### config.mk
export PLATFORM = sky130hd
export DESIGN_NAME = mem_bus_arbiter
export DESIGN_NICKNAME = d
export VERILOG_FILES = /design/src/rtl/bus_pkg.sv /design/src/rtl/arb_pick2.sv /design/src/rtl/mem_bus_arbiter.sv
export SDC_FILE = /design/constraint.sdc
export NUM_CORES = 1
export LEC_CHECK = 0
export CELL_PAD_IN_SITES_DETAIL_PLACEMENT = 0
export CELL_PAD_IN_SITES_GLOBAL_PLACEMENT = 1
export CORE_MARGIN = 2
export CORE_UTILIZATION = 11
export DETAILED_ROUTE_END_ITERATION = 10
export GPL_ROUTABILITY_DRIVEN = 1
export HOLD_SLACK_MARGIN = 0.12
export PLACE_DENSITY_LB_ADDON = 0.1
export SYNTH_ARGS = -nofsm -noshare
export SYNTH_HDL_FRONTEND = slang
export SYNTH_SLANG_ARGS = --single-unit
### constraint.sdc
create_clock -name clk -period 1.45 [get_ports clk]
set_input_delay 0.29 -clock clk [delete_from_list [all_inputs] [get_ports clk]]
set_output_delay 0.29 -clock clk [all_outputs]
set_load 0.02 [all_outputs]
### src/rtl/bus_pkg.sv
// bus_pkg: shared FSM state encodings, master ids and default bus widths
package bus_pkg;

    typedef enum logic [1:0] {
        IDLE      = 2'd0,
        GRANT     = 2'd1,
        WAIT_RESP = 2'd2
    } state_t;

    localparam logic MID_IFU = 1'b0;
    localparam logic MID_LSU = 1'b1;

    localparam int BUS_AW = 32;
    localparam int BUS_DW = 32;

endpackage

### src/rtl/arb_pick2.sv
// arb_pick2: combinational two-way winner selection for the memory bus arbiter
module arb_pick2
    import bus_pkg::*;
#(
    parameter bit RR_EN = 1'b1
) (
    input  logic [1:0] req,
    input  logic       rr_last,
    output logic       winner
);

    // a tie goes away from the last winner (round robin) or to the LSU (fixed priority)
    always_comb begin
        winner = &req ? (RR_EN ? ~rr_last : MID_LSU) : (req[1] ? MID_LSU : MID_IFU);
    end

endmodule

### src/rtl/mem_bus_arbiter.sv
// mem_bus_arbiter: shares one memory slave port between the fetch (M0) and load/store (M1) masters
module mem_bus_arbiter
    import bus_pkg::*;
#(
    parameter bit RR_EN = 1'b1,
    parameter int AW    = BUS_AW,
    parameter int DW    = BUS_DW
) (
    input  logic            clk,
    input  logic            rst,
    input  logic            m0_req_valid,
    output logic            m0_req_ready,
    input  logic [AW-1:0]   m0_addr,
    input  logic            m0_wen,
    input  logic [DW-1:0]   m0_wdata,
    input  logic [DW/8-1:0] m0_wstrb,
    output logic            m0_resp_valid,
    input  logic            m0_resp_ready,
    output logic [DW-1:0]   m0_rdata,
    input  logic            m1_req_valid,
    output logic            m1_req_ready,
    input  logic [AW-1:0]   m1_addr,
    input  logic            m1_wen,
    input  logic [DW-1:0]   m1_wdata,
    input  logic [DW/8-1:0] m1_wstrb,
    output logic            m1_resp_valid,
    input  logic            m1_resp_ready,
    output logic [DW-1:0]   m1_rdata,
    output logic            s_req_valid,
    input  logic            s_req_ready,
    output logic [AW-1:0]   s_addr,
    output logic            s_wen,
    output logic [DW-1:0]   s_wdata,
    output logic [DW/8-1:0] s_wstrb,
    input  logic            s_resp_valid,
    output logic            s_resp_ready,
    input  logic [DW-1:0]   s_rdata,
    output logic            busy,
    output logic            owner,
    output logic            err_stray
);

    state_t state, state_nx;
    logic   owner_nx, rr_last, rr_last_nx, err_nx, win;
    logic   own_req_valid, own_resp_ready, in_grant, in_wait;

    arb_pick2 #(.RR_EN(RR_EN)) u_pick (
        .req    ({m1_req_valid, m0_req_valid}),
        .rr_last(rr_last),
        .winner (win)
    );

    // state, owner, round-robin history and the sticky stray-response flag
    always_ff @(posedge clk) begin
        if (rst) begin
            state     <= IDLE;
            owner     <= MID_IFU;
            rr_last   <= MID_LSU;
            err_stray <= 1'b0;
        end else begin
            state     <= state_nx;
            owner     <= owner_nx;
            rr_last   <= rr_last_nx;
            err_stray <= err_nx;
        end
    end

    // next state: arbitrate in IDLE, hold the owner until its response handshake completes
    always_comb begin
        state_nx   = state;
        owner_nx   = owner;
        rr_last_nx = rr_last;
        err_nx     = err_stray | (s_resp_valid && state != WAIT_RESP);
        if (state == IDLE && (m0_req_valid || m1_req_valid)) begin
            state_nx   = GRANT;
            owner_nx   = win;
            rr_last_nx = win;
        end else if (state == GRANT && !own_req_valid) begin
            state_nx = IDLE;
        end else if (state == GRANT && s_req_ready) begin
            state_nx = WAIT_RESP;
        end else if (state == WAIT_RESP && s_resp_valid && own_resp_ready) begin
            state_nx = IDLE;
        end
    end

    // owner-steered request/response muxes; the non-owner only ever sees zeros
    always_comb begin
        in_grant       = state == GRANT;
        in_wait        = state == WAIT_RESP;
        own_req_valid  = owner ? m1_req_valid : m0_req_valid;
        own_resp_ready = owner ? m1_resp_ready : m0_resp_ready;
        s_req_valid    = in_grant && own_req_valid;
        s_addr         = owner ? m1_addr : m0_addr;
        s_wen          = owner ? m1_wen : m0_wen;
        s_wdata        = owner ? m1_wdata : m0_wdata;
        s_wstrb        = owner ? m1_wstrb : m0_wstrb;
        m0_req_ready   = in_grant && owner == MID_IFU && s_req_ready;
        m1_req_ready   = in_grant && owner == MID_LSU && s_req_ready;
        m0_resp_valid  = in_wait && owner == MID_IFU && s_resp_valid;
        m1_resp_valid  = in_wait && owner == MID_LSU && s_resp_valid;
        m0_rdata       = (in_wait && owner == MID_IFU) ? s_rdata : '0;
        m1_rdata       = (in_wait && owner == MID_LSU) ? s_rdata : '0;
        s_resp_ready   = in_wait && own_resp_ready;
        busy           = state != IDLE;
    end

endmodule
# Yosys cells after proc, flatten, opt, wreduce, memory -nomap -nowiden
# Cells that the tools add are included.
[totals]
register_bits = 5
out_inout_bits = 142
word_cells = 49
[classes]
n_eq_ne = 3
mux = 14
bitwise_logic = 3
n_reduce_logical = 24
[op_table]
columns = ["op", "count"]
rows = [
  ["$mux 32", 4],
  ["$logic_and 1x1->1", 16],
  ["$mux 1", 7],
  ["$mux 2", 2],
  ["$mux 4", 1],
  ["$reduce_bool 2->1", 2],
  ["$reduce_bool 4->1", 1],
  ["$reduce_or 3->1", 1],
  ["$eq 2x1->1 const B", 1],
  ["$eq 2x2->1 const B", 1],
  ["$logic_not 2->1", 1],
  ["$ne 2x2->1 const B", 1],
  ["$not 1->1", 2],
  ["$reduce_and 2->1", 1],
  ["$logic_not 1->1", 1],
  ["$logic_or 1x1->1", 1],
  ["$or 1x1->1", 1],
]

# Longest topological paths before layout
# Gate-level depths: netlist of the first run.
[depth]
word_depth = 7
depth_mapped = 5
mapped_depth_nobuf = 4

# Hierarchy
# Synthesis of the first run repeated with hierarchy kept, for this count alone.
[unflattened]
cells_unflattened = 188
hier_area_um2 = 1561.5
[by_module_without_submodules]
columns = ["module", "n_inst", "cells_per_inst", "area_each_um2", "seq_area_each_um2"]
rows = [
  ["mem_bus_arbiter", 1, 187, 1550.2, 100.1],
  ["arb_pick2", 1, 1, 11.3, 0.0],
]

# Worst setup path before layout of the first run
# No wires, ideal clock.
[synth_timing]
path_type = "flip-flop to output port"
from = "reg owner"
to = "out s_wstrb[0]"
t_arrival_ps = 1324
required_ps = 1160
slack_ps = -164
path_stages_with_launch = 5
n_path_buf = 3
cell_sequence = "dfxtp_1 > buf_6 > buf_4 > buf_2 > mux2_2"
[synth_between]
elab_chain_len = 1
[synth_lines]
columns = ["element", "line", "text"]
rows = [
  ["start, declared", "mem_bus_arbiter.sv:39", "output logic owner,"],
  ["start signal, assigned", "mem_bus_arbiter.sv:62", "owner <= owner_nx;"],
  ["$mux 4", "mem_bus_arbiter.sv:97", "s_wstrb = owner ? m1_wstrb : m0_wstrb;"],
  ["end, declared", "mem_bus_arbiter.sv:34", "output logic [DW/8-1:0] s_wstrb,"],
]
# Every way passes these cells.

# Worst setup path after layout of the first run
[layout_timing]
from = "reg owner"
to = "out s_wdata[11]"
[layout_between]
elab_chain_len = 1
[layout_lines]
columns = ["element", "line", "text"]
rows = [
  ["$mux 32", "mem_bus_arbiter.sv:96", "s_wdata = owner ? m1_wdata : m0_wdata;"],
  ["end, declared", "mem_bus_arbiter.sv:33", "output logic [DW-1:0] s_wdata,"],
]
# Every way passes these cells.

==> flow_results.org, run 1 <==
** Placement
- At the end of routability-driven placement, the weighted congestion stood at 0.8716.
- Detailed placement finished with a half-perimeter wire length of ~10 mm.
- Total cell area at the placement stage :: just over 0.005 mm²
- Count of port buffers added during placement :: approximately 320

** Final layout
- After the last flow step, the layout net total stands at 726.
- With fillers left out, the area of the finished cells amounts to about 0.0065 mm².
- Layout cells sized above 1 :: 0.5941
- The library cell used most frequently in the layout, excluding fill and tap cells, is sky130_fd_sc_hd__clkdlybuf4s50_1.
- From synthesis to final layout, the design area changed by 305.0%.
- Commonest non-fill, non-tap cells in the layout :: sky130_fd_sc_hd__clkdlybuf4s50_1 (176), sky130_fd_sc_hd__buf_6 (144), sky130_fd_sc_hd__mux2_4 (66)
- Antenna diode instance count :: 0

** Yosys
- FFs w/ async S/R, synth :: 0
- A synthesized cell averages approximately 8.4 µm².
- Post-synth EDFFs :: 0
- Main flop type after synthesis :: sky130_fd_sc_hd__dfxtp_1
- Sequential area share after synthesis :: 0.06275
- Count of warnings emitted by yosys :: 0
- Synthesis-stage register bit count :: 5
- Post-synthesis cell count :: approximately 190
- The cell area that synthesis handed to floorplanning was between 0.0015 and 0.002 mm².
- Number of distinct library cells after synthesis :: 29
- Post-Syn Nets :: 369

** Clock tree
- TritonCTS built the clock tree.
- The clock net in this run drives a total of 5 sinks.
- Clock-pin slew of the registers on the worst-case setup and hold paths :: ~30 ps
- For the worst-skew pair, the clock arrives at the later sink with an insertion delay of between 200 and 250 ps.
- Buffer type at the clock tree root :: sky130_fd_sc_hd__clkbuf_16
- The longest clock path from root to sink contains 2 buffers.
- The number of hold buffers added after CTS was 0.
- In this run, CTS created clock tree buffers numbering 3.
- In this run the number of H-tree levels came out at 1.

** Worst setup path
- Required arrival time at the worst endpoint :: around 1200 ps
- The worst setup path is captured at an output pin.
- On the critical path, the stage with the largest delay is an instance of sky130_fd_sc_hd__dfxtp_4.
- The signal on the critical path passes through buf_12, clkbuf_16, mux2_4, buf_6.
- Arrival @ worst endpoint :: roughly 1400 ps
- The kind of cell with the highest combined delay along the critical path is buffers and inverters.
- Critical Path Source Type :: flip-flop
- Peak per-stage delay on the critical path :: approximately 440 ps
- The worst setup path is of the flip-flop to output pin kind.
- Along the worst path, the maximum fanout reaches 8.
- Counting both buffers and inverters, the worst setup path holds a total of 3.

** Route
- Using the TritonRoute via totals, the vias-per-cell ratio works out to slightly above 4.
- After detailed routing, the total wire length is about 14 mm.
- Antenna-violating nets left :: 0
- In this run, the number of DRC markers left after iteration 0 of detailed routing was between 50 and 60.
- Post-detailed-route wirelength per cell :: 19.27 µm
- After detailed routing, the number of remaining DRC violations is 0.
- Number of vias in the routed layout :: ~2,900
- Total iterations of the first detailed-routing run :: 4

** Floorplanning
- The floorplan step defined a die boundary enclosing between 0.015 and 0.02 mm².
- For this design the top-level I/O count stands at between 300 and 400.
- Die height :: ~120 µm
- The floorplan has between 40 and 50 rows.
- Die extent in x :: roughly 120 µm
- Placeable core area :: 0.01437 mm²
- For this configuration, the core starts out at a cell density of 0.1110.

** STA
- On the final layout, the worst clock skew is between 2 and 2.5 ps.
- Final clock period utilization by the worst path :: 1.186
- Minimum clock period after layout :: roughly 1700 ps
- Number of hold-slack violations in the final timing report :: 0
- Timing would allow up to just under 0.6 GHz.
- Setup repair after global routing missed its margin :: true
- Hold timing on the final database bottoms out at a slack of 471.8 ps.
- Transition time at the pin with the least slew margin :: between 200 and 300 ps
- Setup violations remaining at the end of the flow were counted as 139.
- Final max-slew violation count :: 0
- Max transition margin :: 0.8122
- Final setup slack of the worst path :: -269.8 ps

** Global routing
- Aggregate global routing overflow :: 0
- The first global-routing pass estimated between 20 and 25 mm of wire.
- In the global route stage, overall resource usage came out at 0.1676.
- Vias in the first global route :: roughly 3,100
- Entering global routing, the biggest net connects 18 pins.
- The initial antenna violation count is 0.

** Run
- The tool flagged a number of max-cap violations equal to 0.

** Worst hold path
- Worst Hold Class :: flip-flop to flip-flop

** Pwr
- In this run the static leakage power is around 2.9 nW.
- Power per cell area :: 427.7 mW/mm²
- Largest vdd supply drop :: 484.7 µV

** Status
- Failing checks :: negative setup slack
- Result of the run :: finished, violations left
==> path summary, 6_finish.rpt <==
check                           slack [ps]           to  startpoint  cells past startpoint
worst max-delay path                  -270  s_wdata[11]       owner                      4
worst min register to register         470    err_stray   err_stray                      2
worst max register to register        -150     state[1]       owner                      8
worst min-delay path                   470    err_stray   err_stray                      2
==> area by class of cell <==
cell class	instances	area, µm²
Inverter	2	7.507
Tap cell	184	230.2
Multi-Input combinational cell	165	1843
Timing Repair Buffer	371	4195
Fill cell	1355	7908
Sequential cell	5	106.4
Clock buffer	4	78.83
==> stage by stage <==
stage | TNS [ps] | total power, mW | setup slack, ps | instances | utilization
final | -30390 | 2.763 | -269.8 | 731 | 0.4497
after global routing | -36390 | 2.888 | -310.5 | 731 | 0.4497
after CTS | -32860 | 2.577 | -308.4 | 725 | 0.4188
after detailed placement | -55600 | 1.799 | -496.6 | 695 | 0.3576
after global placement | -55220 | 1.791 | -496.0 | 695 | 0.3576
after floorplan | 0 | 0.8031 | 7.831 | 191 | -
==> kinds of logic (layout without fill, tap and decap cells) <==
kind of cell           count (synthesis)  after routing  synth area share
muxes                                 71             71            0.5027
and+or+nand+nor                       87             87            0.3302
buffers and inverters                 21            377           0.07137
DFF                                    5              5           0.06275
AOI/OAI and AO/OA                      7              7           0.03295
==> synth_stat cells, types with 2 or more instances <==
master | instances | share of area
sky130_fd_sc_hd__mux2_2 | 69 | 0.49
sky130_fd_sc_hd__and3_1 | 34 | 0.13
sky130_fd_sc_hd__and2_1 | 33 | 0.13
sky130_fd_sc_hd__buf_2 | 10 | 0.031
sky130_fd_sc_hd__nor2_1 | 7 | 0.016
sky130_fd_sc_hd__dfxtp_1 | 5 | 0.063
sky130_fd_sc_hd__clkbuf_1 | 3 | 0.0071
sky130_fd_sc_hd__clkbuf_2 | 3 | 0.0094
sky130_fd_sc_hd__nand2_1 | 3 | 0.0071
sky130_fd_sc_hd__a21oi_1 | 2 | 0.0063
sky130_fd_sc_hd__buf_6 | 2 | 0.014
sky130_fd_sc_hd__inv_1 | 2 | 0.0047
sky130_fd_sc_hd__nor3b_1 | 2 | 0.0094
==> metal layers <==
layer / track usage / up-vias / part of all wire
li1: - / 1403 / -
met1: 0.1820 / 1391 / 0.37
met2: 0.3263 / 131 / 0.55
met3: 0.03265 / 22 / 0.052
met4: 0.04627 / 0 / 0.028
met5: 0 / - / 0
==> power by group <==
| part | internal, mW | leakage [nW] | switching [mW] |
|---|---|---|---|
| clock network | 0.364 | 0.0382 | 0.0883 |
| logic | 1.37 | 2.85 | 0.775 |
| registers | 0.151 | 0.0428 | 0.0183 |
==> worst min-delay path: stages, from the launching register on <==
cell,delay (ps)
sky130_fd_sc_hd__dfxtp_1,320
sky130_fd_sc_hd__a21oi_1,50
sky130_fd_sc_hd__nor2_1,70
==> flip-flops by register name, indices dropped and copies added (netlist names) <==
signal	flops
state	2
err_stray	1
owner	1
rr_last	1
==> what timing repair did <==
item                                    in CTS  in global routing
endpoints found under the setup margin     144                143
setup buffers                               14                  4
pin swaps                                   24                 12
gates resized for setup                    868                117
cloned                                      13                  3
No activity file was read; power rests on OpenSTA's default activity.
==> run 2: changes to the inputs <==
- CELL_PAD_IN_SITES_DETAIL_PLACEMENT: 0 -> 1
- CELL_PAD_IN_SITES_GLOBAL_PLACEMENT: 1 -> 2
- CORE_AREA: unset -> 2 2 124 126
- CORE_MARGIN: 2 -> unset
- CORE_UTILIZATION: 11 -> unset
- DIE_AREA: unset -> 0 0 126 128
- DONT_BUFFER_PORTS: unset -> 1
==> run 2 against run 1 <==
Effect of this change:
- the run still ends with negative setup slack left
- total power is 39% lower
- register-to-register slack better by 150 ps
- critical endpoint is now s_wstrb[2]
- die area rose by 4.2%
- clock power up 1%
- clock-buffer cell count is the same
- fmax is 5.2% higher
- sequential share of layout area grew 2.1 points
- flip-flop and latch count is the same
- global-route usage is 8.1 points lower
- worst setup slack better by 86 ps
==> flow_results.org, run 2 (synthesis gave the netlist of run 1 again) <==
** Worst setup path
- Total buffers and inverters traversed by the critical path :: 3
- The worst setup path is of the flip-flop to output pin kind.
- The worst setup path is captured at an output pin.
- STA puts the critical path data required time at approximately 1200 ps.
- Critical Path Source Type :: flip-flop
- Levels on crit path :: 4
- Counting cells, the worst reg-to-reg path comes to 6.
- Of all nets on the critical path, the largest fanout is 8.
- Cell at the slowest stage of the critical path :: sky130_fd_sc_hd__mux2_4
- Worst reg2reg setup slack :: 0 ps
- Launch instance of the worst register-to-register path :: owner
- CP most frequent cell :: sky130_fd_sc_hd__buf_12
- Critical register-to-register path endpoint :: state[0]
- The most critical setup path has its endpoint at s_wstrb[2].
- Peak per-stage delay on the critical path :: roughly 370 ps
- In this design, the largest share of critical-path delay is due to buffers and inverters.
- Critical Path Source :: owner
- For the worst setup path, the data arrival time is between 1000 and 1500 ps.
- Cell breakdown of the critical path :: buf_12, buf_12, buf_12, mux2_4

** Placement
- Final weighted congestion of routability-driven global placement :: slightly below 0.8
- Once detailed placement completed, the half-perimeter wirelength came to 7.101 mm.
- Count of port buffers added during placement :: 0
- Worst setup slack before clock tree synthesis :: about 11 ps

** STA
- Final clock period utilization by the worst path :: 1.127
- The number of max-slew violations in the final report was 0.
- Transition time at the pin with the least slew margin :: 253.6 ps
- Setup violations remaining at the end of the flow were counted as between 100 and 150.
- Final clock skew :: slightly above 1 ps
- Minimum clock period after layout :: 1634 ps
- Final setup slack of the worst path :: -184.3 ps
- For this run, the top clock speed supported by timing is a little over 0.6 GHz.
- Setup repair after global routing missed its margin :: true
- Worst Hold Slack :: 128.6 ps
- Measured against its own limit, the worst slew margin works out to 0.8307.
- The hold violation count in the final report came to 0.

** Floorplanning
- between 300 and 400 I/O pins were placed.
- From left edge to right edge, the die measures 126 µm.
- Row generation in the floorplan step produced 45 rows.
- Die height :: roughly 130 µm
- The die covers around 0.016 mm².
- Placeable core area :: between 0.01 and 0.015 mm²
- Starting density of the core :: 0.1073

** Final layout
- Leaving out fill and tap cells, the most frequent cells in the layout are sky130_fd_sc_hd__mux2_4 (70), sky130_fd_sc_hd__and3_4 (34), sky130_fd_sc_hd__and2_2 (17).
- The library cell used most frequently in the layout, excluding fill and tap cells, is sky130_fd_sc_hd__mux2_4.
- Final-layout fill cell count :: 1,702
- Post-layout nets :: slightly below 400
- Synth-to-Final Area Change :: 76.55%
- The register with the most flip-flops in the layout has 2 of them.
- Reg with most FFs :: state
- The repair_antennas step left the layout with diodes totalling 0.
- Layout cells sized above 1 :: 0.8762

** Route
- The first detailed-routing pass ran for 4 iterations.
- Antenna-violating nets left :: 0
- Number of remaining DRC errors :: 0
- Dividing the detail-routed via count by the number of cells gives between 4 and 5.
- Final wirelength :: approximately 9.0 mm
- After the first detailed-routing iteration, the DRC count stood at 40.
- Across all layers, the routed design uses 1,655 vias.
- Post-detailed-route wirelength per cell :: roughly 23 µm

** Pwr
- Largest vdd supply drop :: around 300 µV
- Power spread over the standard cell area amounts to between 500 and 600 mW/mm².
- In this run the static leakage power is approximately 1.2 nW.

** Global routing
- Maximum number of pins on one net before global-route repair :: between 40 and 50
- The initial antenna violation count is 0.
- Wire length of the first global-routing pass :: between 10 and 15 mm
- Vias in the first global route :: roughly 1,600
- In the global route stage, overall resource usage came out at 0.08614.
- Global routing finished with a remaining overflow of 0.

** Clock tree
- Maximum root-to-sink buffer count :: 2
- Buffers inserted during clock tree synthesis total 3.
- Clock tree synthesis found a total of 5 sinks.
- Clock tree from TritonCTS :: done
- Clock insertion delay at the later pin of the skew report :: 230 ps
- The tree is rooted in a sky130_fd_sc_hd__clkbuf_16.
- Clock-pin slew of the registers on the worst-case setup and hold paths :: 30 ps
- H-tree Lvls :: 1

** Status
- Result of the run :: finished, violations left
- The checks that failed: negative setup slack.

** Run
- Max-cap viol count :: 0

** Worst hold path
- Worst Hold Class :: input pin to flip-flop
run 2: power by group:
part / total, mW / internal [mW] / switching [mW]
Sequential: 0.165 / 0.150 / 0.0150
Combinational: 1.06 / 0.510 / 0.548
Clock: 0.457 / 0.365 / 0.0924
run 2: layout make-up:
type	count	area, µm²	share of cell area
inverters	2	7.507	0.002665
clock buffers	4	78.83	0.02799
well taps	188	235.2	0.08352
flip-flops and latches	5	106.4	0.03776
repair buffers	34	475.5	0.1688
multi-input cells	165	1913	0.6793
run 2: what timing repair did:
| item | CTS | global route |
|---|---|---|
| pin swaps | 1 | 3 |
| setup endpoints to repair | 139 | 142 |
| setup buffers | 7 | 4 |
| hold endpoints to repair | 1 | 0 |
| hold buffers | 1 | 0 |
| resized for setup | 128 | 76 |
| gates cloned | 1 | 5 |
run 2: worst min-delay path by stage:
| stage | start | endpoint | cells after the start |
|---|---|---|---|
| final | rst | err_stray | 1 |
| after global routing | rst | err_stray | 1 |
| after CTS | rst | err_stray | 1 |
| after detailed placement | rst | owner | 1 |
| after global placement | rst | owner | 1 |
| after floorplan | rst | owner | 1 |
run 2: through the flow:
stage	cells	setup TNS [ps]	util	cell area [µm²]	power [mW]
2_1_floorplan	191	0	-	1614	0.8031
3_3_place_gp	377	0	0.1299	1931	0.9396
4_1_cts	390	-16300	0.1630	2422	1.510
5_1_grt	398	-19810	0.1895	2816	1.752
6_report	398	-15020	0.1895	2816	1.680
3_5_place_dp	377	0	0.1299	1931	0.9309
run 2: layer usage:
metal	track usage	up-vias	routed length [µm]
met4	0.009696	0	29
met2	0.1518	124	4551
met1	0.09844	811	3285
met3	0.04007	3	1112
li1	-	717	-
met5	0	-	0
